File: src/rtl/rca_mult_arbiter.sv
// Two-port arbiter/sequencer around a shared rca_add_mult datapath, with registered operands and results.
// Define RCA_ARB_FIXED_PRIO_EN for fixed priority (port 0 wins contention); the default build is round-robin.
`timescale 1ns/1ps

// Mode map: sum_funct=1 adds (carry_option=1 suppresses carries, i.e. XOR);
// sum_funct=0 multiplies (carry_option=1 selects the carry-less product).
module rca_add_mult #(
  parameter int DATA_WIDTH = 32
) (
  input  logic [DATA_WIDTH-1:0]   a,
  input  logic [DATA_WIDTH-1:0]   b,
  input  logic                    sum_funct,
  input  logic                    carry_option,
  output logic [DATA_WIDTH-1:0]   out,
  output logic [2*DATA_WIDTH-1:0] mult_out
);

  localparam int PW = 2 * DATA_WIDTH;

  // Ripple-carry adder across the full product width; kill forces every carry to zero.
  function automatic logic [PW-1:0] rca(input logic [PW-1:0] x, input logic [PW-1:0] y,
                                        input logic kill);
    logic          c;
    logic [PW-1:0] s;
    c = 1'b0;
    s = '0;
    for (int i = 0; i < PW; i++) begin
      // NOTE: blocking assignments are correct here: each bit must see the carry of the bit
      // before it within the same evaluation. Clocked state elsewhere uses non-blocking only.
      s[i] = x[i] ^ y[i] ^ c;
      c    = ~kill & ((x[i] & y[i]) | (c & (x[i] ^ y[i])));
    end
    return s;
  endfunction

  logic [PW-1:0] acc;
  logic [PW-1:0] pp;

  always_comb begin
    // NOTE: every variable gets a value before any branch, so no path can infer a latch.
    acc = '0;
    pp  = '0;
    if (sum_funct) begin
      acc = rca({{DATA_WIDTH{1'b0}}, a}, {{DATA_WIDTH{1'b0}}, b}, carry_option);
    end else begin
      for (int i = 0; i < DATA_WIDTH; i++) begin
        pp  = b[i] ? ({{DATA_WIDTH{1'b0}}, a} << i) : '0;
        acc = rca(acc, pp, carry_option);
      end
    end
  end

  assign out      = acc[DATA_WIDTH-1:0];
  assign mult_out = acc;

endmodule

module rca_mult_arbiter #(
  parameter int DATA_WIDTH = 32
) (
  input  logic                    clk,
  input  logic                    rst,
  input  logic [1:0]              req_valid,
  output logic [1:0]              req_ready,
  input  logic [1:0]              req_sum_funct,
  input  logic [1:0]              req_carry_option,
  input  logic [DATA_WIDTH-1:0]   req_a0,
  input  logic [DATA_WIDTH-1:0]   req_b0,
  input  logic [DATA_WIDTH-1:0]   req_a1,
  input  logic [DATA_WIDTH-1:0]   req_b1,
  output logic [1:0]              resp_valid,
  input  logic [1:0]              resp_ready,
  output logic [DATA_WIDTH-1:0]   resp_out,
  output logic [2*DATA_WIDTH-1:0] resp_mult_out,
  output logic                    busy
);

  typedef enum logic [1:0] {
    IDLE = 2'd0,
    EXEC = 2'd1,
    RESP = 2'd2
  } state_t;

  state_t                  state;
  state_t                  state_next;
  logic                    winner;
  logic                    accept;
  logic                    owner;
  logic                    op_sum_funct;
  logic                    op_carry_option;
  logic [DATA_WIDTH-1:0]   op_a;
  logic [DATA_WIDTH-1:0]   op_b;
  logic [DATA_WIDTH-1:0]   dp_out;
  logic [2*DATA_WIDTH-1:0] dp_mult_out;

`ifdef RCA_ARB_FIXED_PRIO_EN
  // Port 1 only wins when it is the sole requester.
  always_comb winner = (req_valid == 2'b10);
`else
  logic last_grant;

  always_comb begin
    if (req_valid == 2'b11) winner = ~last_grant;
    else                    winner = req_valid[1];
  end

  always_ff @(posedge clk or posedge rst) begin
    if (rst)         last_grant <= 1'b1;
    else if (accept) last_grant <= winner;
  end
`endif

  always_ff @(posedge clk or posedge rst) begin
    if (rst) state <= IDLE;
    else     state <= state_next;
  end

  always_comb begin
    state_next = state;
    req_ready  = 2'b00;
    resp_valid = 2'b00;
    accept     = 1'b0;
    case (state)
      IDLE: begin
        // Held low during reset so every output is quiet while rst is asserted.
        req_ready[winner] = req_valid[winner] & ~rst;
        accept            = req_valid[winner] & ~rst;
        if (accept) state_next = EXEC;
      end
      EXEC: state_next = RESP;
      RESP: begin
        resp_valid[owner] = 1'b1;
        if (resp_ready[owner]) state_next = IDLE;
      end
      default: state_next = IDLE;
    endcase
  end

  assign busy = (state != IDLE);

  always_ff @(posedge clk or posedge rst) begin
    if (rst) begin
      owner           <= 1'b0;
      op_sum_funct    <= 1'b0;
      op_carry_option <= 1'b0;
      op_a            <= '0;
      op_b            <= '0;
      resp_out        <= '0;
      resp_mult_out   <= '0;
    end else begin
      if (accept) begin
        owner           <= winner;
        op_sum_funct    <= req_sum_funct[winner];
        op_carry_option <= req_carry_option[winner];
        op_a            <= winner ? req_a1 : req_a0;
        op_b            <= winner ? req_b1 : req_b0;
      end
      if (state == EXEC) begin
        resp_out      <= dp_out;
        resp_mult_out <= dp_mult_out;
      end
    end
  end

  rca_add_mult #(
    .DATA_WIDTH (DATA_WIDTH)
  ) u_datapath (
    .a            (op_a),
    .b            (op_b),
    .sum_funct    (op_sum_funct),
    .carry_option (op_carry_option),
    .out          (dp_out),
    .mult_out     (dp_mult_out)
  );

  a_resp_onehot : assert property (@(posedge clk) disable iff (rst) $onehot0(resp_valid));
  a_ready_idle  : assert property (@(posedge clk) disable iff (rst)
                                   (state != IDLE) |-> (req_ready == 2'b00));

endmodule

File: config.mk
export PLATFORM = sky130hd
export DESIGN_NAME = rca_mult_arbiter
export DESIGN_NICKNAME = d
export VERILOG_FILES = /design/src/rtl/rca_mult_arbiter.sv
export SDC_FILE = /design/constraint.sdc
export NUM_CORES = 2
export LEC_CHECK = 0
export CAP_MARGIN = 20
export CORE_MARGIN = 5
export CORE_UTILIZATION = 34
export DETAILED_ROUTE_END_ITERATION = 7
export MAX_ROUTING_LAYER = met4
export PLACE_DENSITY_LB_ADDON = 0.25
export SLEW_MARGIN = 20
export SYNTH_ARGS = -nofsm -noshare
export SYNTH_HDL_FRONTEND = slang
export SYNTH_SLANG_ARGS = --single-unit
File: constraint.sdc
create_clock -name clk -period 65.1 [get_ports clk]
set_clock_uncertainty 0.1 [all_clocks]
set_input_delay 9.765 -clock clk [delete_from_list [all_inputs] [get_ports clk]]
set_output_delay 9.765 -clock clk [all_outputs]
set_load 0.02 [all_outputs]
Word-level counts from Yosys, hierarchy flattened --
Cells that the tools add are included. W data, S select, Z words.
Storage, ports and cells: register bits after elaboration 166, bits of input ports 138, output and inout port bits 101, word-level logic and storage cells 11958
Operators by class: magnitude comparators 4, equal/unequal tests 5, mux-type cells 54, bitwise gates (word level) 11881, reduce and logical (&&, ||, !) cells 5
Operators with widths (number):
- $and A1 B1 Y1 | 5458
- $xor A1 B1 Y1 | 3503
- $or A1 B1 Y1 | 1953
- $xor A1 B1 Y1 const B | 465
- $and A1 B1 Y1 const B | 435
- $mux W32 | 3
- $mux W64 | 1
- $mux W63 | 1
- $mux W62 | 1
- $mux W61 | 1
- $mux W60 | 1
- $mux W59 | 1
- $mux W58 | 1
- $mux W57 | 1
- $mux W56 | 1
- $mux W55 | 1
- $mux W54 | 1
- $mux W53 | 1
- $mux W52 | 1
- $mux W51 | 1
- $mux W50 | 1
- $mux W49 | 1
- $mux W48 | 1
- $mux W47 | 1
- 33 further kinds | 114

Depth between registers and ports, before layout --
depth in word-level cells 251, mapped depth 186, depth with buffers taken out 185

Modules after synthesis --
From an unflattened synthesis, not the netlist that was laid out.
Unflattened totals: cells, all modules 4161, area, all modules 40555.1 sq um
Modules (own cells, without submodules):
- rca_add_mult | instances 1, cells each 3632, area an instance 33651.0 sq um, seq. area each 0.0 sq um
- rca_mult_arbiter | instances 1, cells each 529, area an instance 6904.1 sq um, seq. area each 4155.2 sq um

Worst setup path before layout --
OpenSTA, ideal clock, no wires.
path kind register -> register, start register op_a[1], end register resp_mult_out[62], setup time 0.135 ns, data arrival time 55.808 ns, required time 64.865 ns, path slack 9.058 ns, cell stages (with the launch flop) 158, path buffers 1, clock period less this slack 56.042 ns, cells stage by stage dfrtp_1 -> clkbuf_1 -> and2_1 -> ha_1 -> nor2b_1 -> fa_1 -> nand2b_1 -> fa_1 -> fa_1 -> or2_2 -> fa_1 -> or2_2 -> fa_1 -> fa_1 -> or2_2 -> fa_1 -> fa_1 -> or2_2 -> [... 122 more ...] -> fa_1 -> fa_1 -> or2_2 -> fa_1 -> fa_1 -> or2_2 -> fa_1 -> fa_1 -> or2_2 -> fa_1 -> fa_1 -> or2_2 -> fa_1 -> fa_1 -> nor2_1 -> fa_1 -> nand2b_1 -> o21ai_0
On the way: cells in the longest elaborated chain, start to end 247, elaborated cells between the ends (all ways) 11261, classes of those cells mux: 33; bitwise: 11228
Ends and longest elaborated chain:
- start, declared | RTL line 91 | logic [DATA_WIDTH-1:0] op_a;
- start signal, assigned | RTL line 155 | op_a <= winner ? req_a1 : req_a0;
- $mux W32 | RTL line 47 | pp = b[i] ? ({{DATA_WIDTH{1'b0}}, a} << i) : '0;
- $xor A1 B1 Y1 | RTL line 30, 31
- $and A1 B1 Y1 / $xor A1 B1 Y1 (equally long branches) | RTL line 31, 30
- $or A1 B1 Y1 / $xor A1 B1 Y1 (equally long branches) | RTL line 31, 30
- $and A1 B1 Y1 / $xor A1 B1 Y1 (equally long branches) | RTL line 31, 30
- $and A1 B1 Y1 (tied with other cells) | RTL line 31 | c = ~kill & ((x[i] & y[i]) | (c & (x[i] ^ y[i])));
- $or A1 B1 Y1 (tied with other cells) | RTL line 31
- $and A1 B1 Y1 (tied with other cells) (2 in series) | RTL line 31
- [... 174 more ...]
- $or A1 B1 Y1 (tied with other cells) | RTL line 31
- $and A1 B1 Y1 (tied with other cells) | RTL line 31
- $xor A1 B1 Y1 (tied with other cells) (57 in series) | RTL line 30 | s[i] = x[i] ^ y[i] ^ c;
- $xor A1 B1 Y1 / $and A1 B1 Y1 (equally long branches) | RTL line 30, 31
- $xor A1 B1 Y1 / $or A1 B1 Y1 (equally long branches) | RTL line 30, 31
- $xor A1 B1 Y1 / $and A1 B1 Y1 (equally long branches) | RTL line 30, 31
- $xor A1 B1 Y1 (*) | RTL line 30
- $mux W64 (*) | RTL line 43 | if (sum_funct) begin
- end signal, assigned | RTL line 160 | resp_mult_out <= dp_mult_out;
- end, declared | RTL line 74 | output logic [2*DATA_WIDTH-1:0] resp_mult_out,
Mark *: on every way between the ends. The rest lies on a longest branch, timed or not. A chain may end at the register's enable or synchronous reset.

Worst setup path after layout --
Same ends and word-level chain as after synthesis.

==> results.json <==
{
  "avgSynthCellArea_sq_um": 9.33,
  "cts-buffers-inserted": 17,
  "grt_pass1_wl_mm": 158,
  "grt_pass1_vias": 28800,
  "setup_viol": 0,
  "hp-class": "reg2reg",
  "syn-instance-count": 4195,
  "synth_compound_area_share_pct": 2.73,
  "critPathKind": "reg2reg",
  "drv_cap": 0,
  "maxSlewHeadroom_pct": 30.2,
  "track_usage_pct": 16.5,
  "syn_nets": 5388,
  "port-buffer-count": 238,
  "cts_setup_buffers": 0,
  "yosysTopAreaCellShare_pct": 50.7,
  "grt_max_degree": 176,
  "worstRegToRegCells": 157,
  "fmax_mhz": 17.4,
  "design_area_sq_mm": 0.0429,
  "wire_per_inst_microns": 16.7,
  "start_util_pct": 34.2,
  "dieHeight_microns": 349,
  "worstMarginPinSlew_ps": 1050,
  "num_vias": 26900,
  "cts_tree": "done",
  "grt-ovfl-total": 0,
  "arrival_ps": 57810,
  "ys_top_cells_by_count": "nand2_1, fa_1, or2_2, clkbuf_1, inv_1",
  "final.setup.tns_ps": 0,
  "die_area_sq_mm": 0.122,
  "cp.required_ps": 65350,
  "end_kind": "flop",
  "worst_setup_path_start_kind": "flop",
  "crit_fanout": 32,
  "cts-resized-gates": 0,
  "clock-root-buffer": "clkbuf_16",
  "reg2reg_from": "op_a[1]",
  "ys_seq_area_share_pct": 8.57,
  "synth_top_family_by_area": "adder cells",
  "cts_buffer_depth": 2,
  "drc": 0,
  "ys_async_sr_fraction_pct": 100,
  "placed_cell_area_sq_mm": 0.0423,
  "dp_hpwl_mm": 74.2,
  "drive_above_1_share_pct": 27.6,
  "finalWorstSetupSlack_ps": 7540,
  "cp_slowest_cell": "fa_1",
  "ios": 239,
  "rrSetupSlack_ps": 7540,
  "fin_crit_sh_pct": 88.4,
  "area_delta_synth_final_pct": 9.50,
  "vias_per_cell": 4.79,
  "yosysMostFrequentCell": "nand2_1",
  "synthAdderAreaFrac_pct": 52.7,
  "synthFlopType": "dfrtp_1",
  "finalMaxSlewViolations": 0,
  "status": "finished clean",
  "crit_end": "resp_mult_out[62]",
  "die_w_microns": 349,
  "yosysTopAreaCell": "fa_1",
  "synth_xor_area_share_pct": 0,
  "htreeDepth": 4,
  "syn_area_sq_mm": 0.0391,
  "hold_viol_final": 0,
  "wl_mm": 93.7,
  "cts_num_sinks": 134,
  "synthDistinctLibCells": 30,
  "crit_start": "op_a[1]",
  "synthSimpleGateAreaFrac_pct": 28.8,
  "yosysWarnings": 0,
  "antenna_found_initial": 4,
  "pre_cts_ws_ps": 7410,
  "placementRows": 124,
  "ys_seq_elements": 134,
  "synth_edf_count": 0,
  "cts.clk_slew.worst_paths_ps": 70,
  "crit_top_cell": "fa_1",
  "drt-pass1-iter-count": 4,
  "synthMuxAreaShare_pct": 0.873,
  "coreArea_sq_mm": 0.114,
  "holdBufCountCts": 0,
  "synth.area.top_cells": "fa_1, or2_2, nand2_1",
  "rr_endpoint": "resp_mult_out[62]",
  "rsz0062_at_grt": "no",
  "final_nets": 5281,
  "ant_nets": 0,
  "drt_iter0_drc": 1219,
  "gp_congestion": 0.757,
  "insertion_delay_ps": 510,
  "min_period_ps": 57560,
  "max_stage_delay_ps": 550
}
-- layer usage --
layer	vias up	global-route usage, %	part of all wire, %
li1	12200	-	-
met1	14300	23.3	49
met2	364	26.5	46
met3	25	1.91	4.0
met4	0	2.14	0.61
met5	-	-	0
-- critical path, delay by kind of cell, from the launching register on --
family          cells  cell delay [ps]
fa+ha+maj          92            39120
simple gates       63            17500
compound gates      1               70
buf+inv             1              250
flops               1              360
-- logic make-up after synthesis --
kind of cell,Yosys count
AOI/OAI and AO/OA,134
adders and majority gates,1055
buffers and inverters,611
DFF,134
muxes,34
and+or+nand+nor,2227
-- per-stage QoR --
| stage | cells | utilization [%] | hold slack [ps] |
|---|---|---|---|
| 6_report | 5614 | 37.5 | 376 |
| 5_1_grt | 5613 | 37.5 | 411 |
| 4_1_cts | 5613 | 37.5 | 377 |
| 3_5_place_dp | 5581 | 37.0 | 367 |
| 3_3_place_gp | 5581 | 37.0 | 360 |
| 2_1_floorplan | 4195 | - | 346 |
-- how the worst min path moves through the flow --
stage                           start                 to  cells after the start
detailed placement         last_grant         last_grant                      2
floorplan                  last_grant         last_grant                      2
finish                     last_grant         last_grant                      2
global route        resp_mult_out[58]  resp_mult_out[58]                      2
global placement           last_grant         last_grant                      2
CTS                        last_grant         last_grant                      2
-- registers in the layout (all words and copies together), names as in the netlist --
register         cells
resp_out            31
state                2
op_a                32
op_carry_option      1
resp_mult_out       33
op_b                32
owner                1
op_sum_funct         1
last_grant           1
-- area by class of cell --
class | instances | area (sq um)
Clock buffer | 17 | 425
Inverter | 162 | 613
Antenna cell | 1 | 2.50
Clock inverter | 15 | 163
Sequential cell | 134 | 3360
Fill cell | 11600 | 71500
Timing Repair Buffer | 323 | 3060
Multi-Input combinational cell | 3450 | 33300
Tap cell | 1512 | 1890
-- layout by cell type, fill, tap and decap left out, drive strengths merged, types with 2 or more instances in the layout --
| cell | n |
|---|---|
| nor2b | 4 |
| nand2 | 1080 |
| a21oi | 2 |
| nor3 | 68 |
| clkinv | 2 |
| o21ai | 40 |
| clkinvlp | 4 |
| inv | 170 |
| nor2 | 18 |
| ha | 64 |
| o31ai | 25 |
| or2 | 975 |
| and2 | 34 |
| clkbuf | 17 |
| clkdlybuf4s50 | 237 |
| fa | 991 |
| dfrtp | 133 |
| a221o | 66 |
| buf | 86 |
| nand2b | 44 |
| mux2i | 33 |
Power is not shown: default switching activity piles up to over one toggle a cycle in this logic, so the estimate is an artifact.
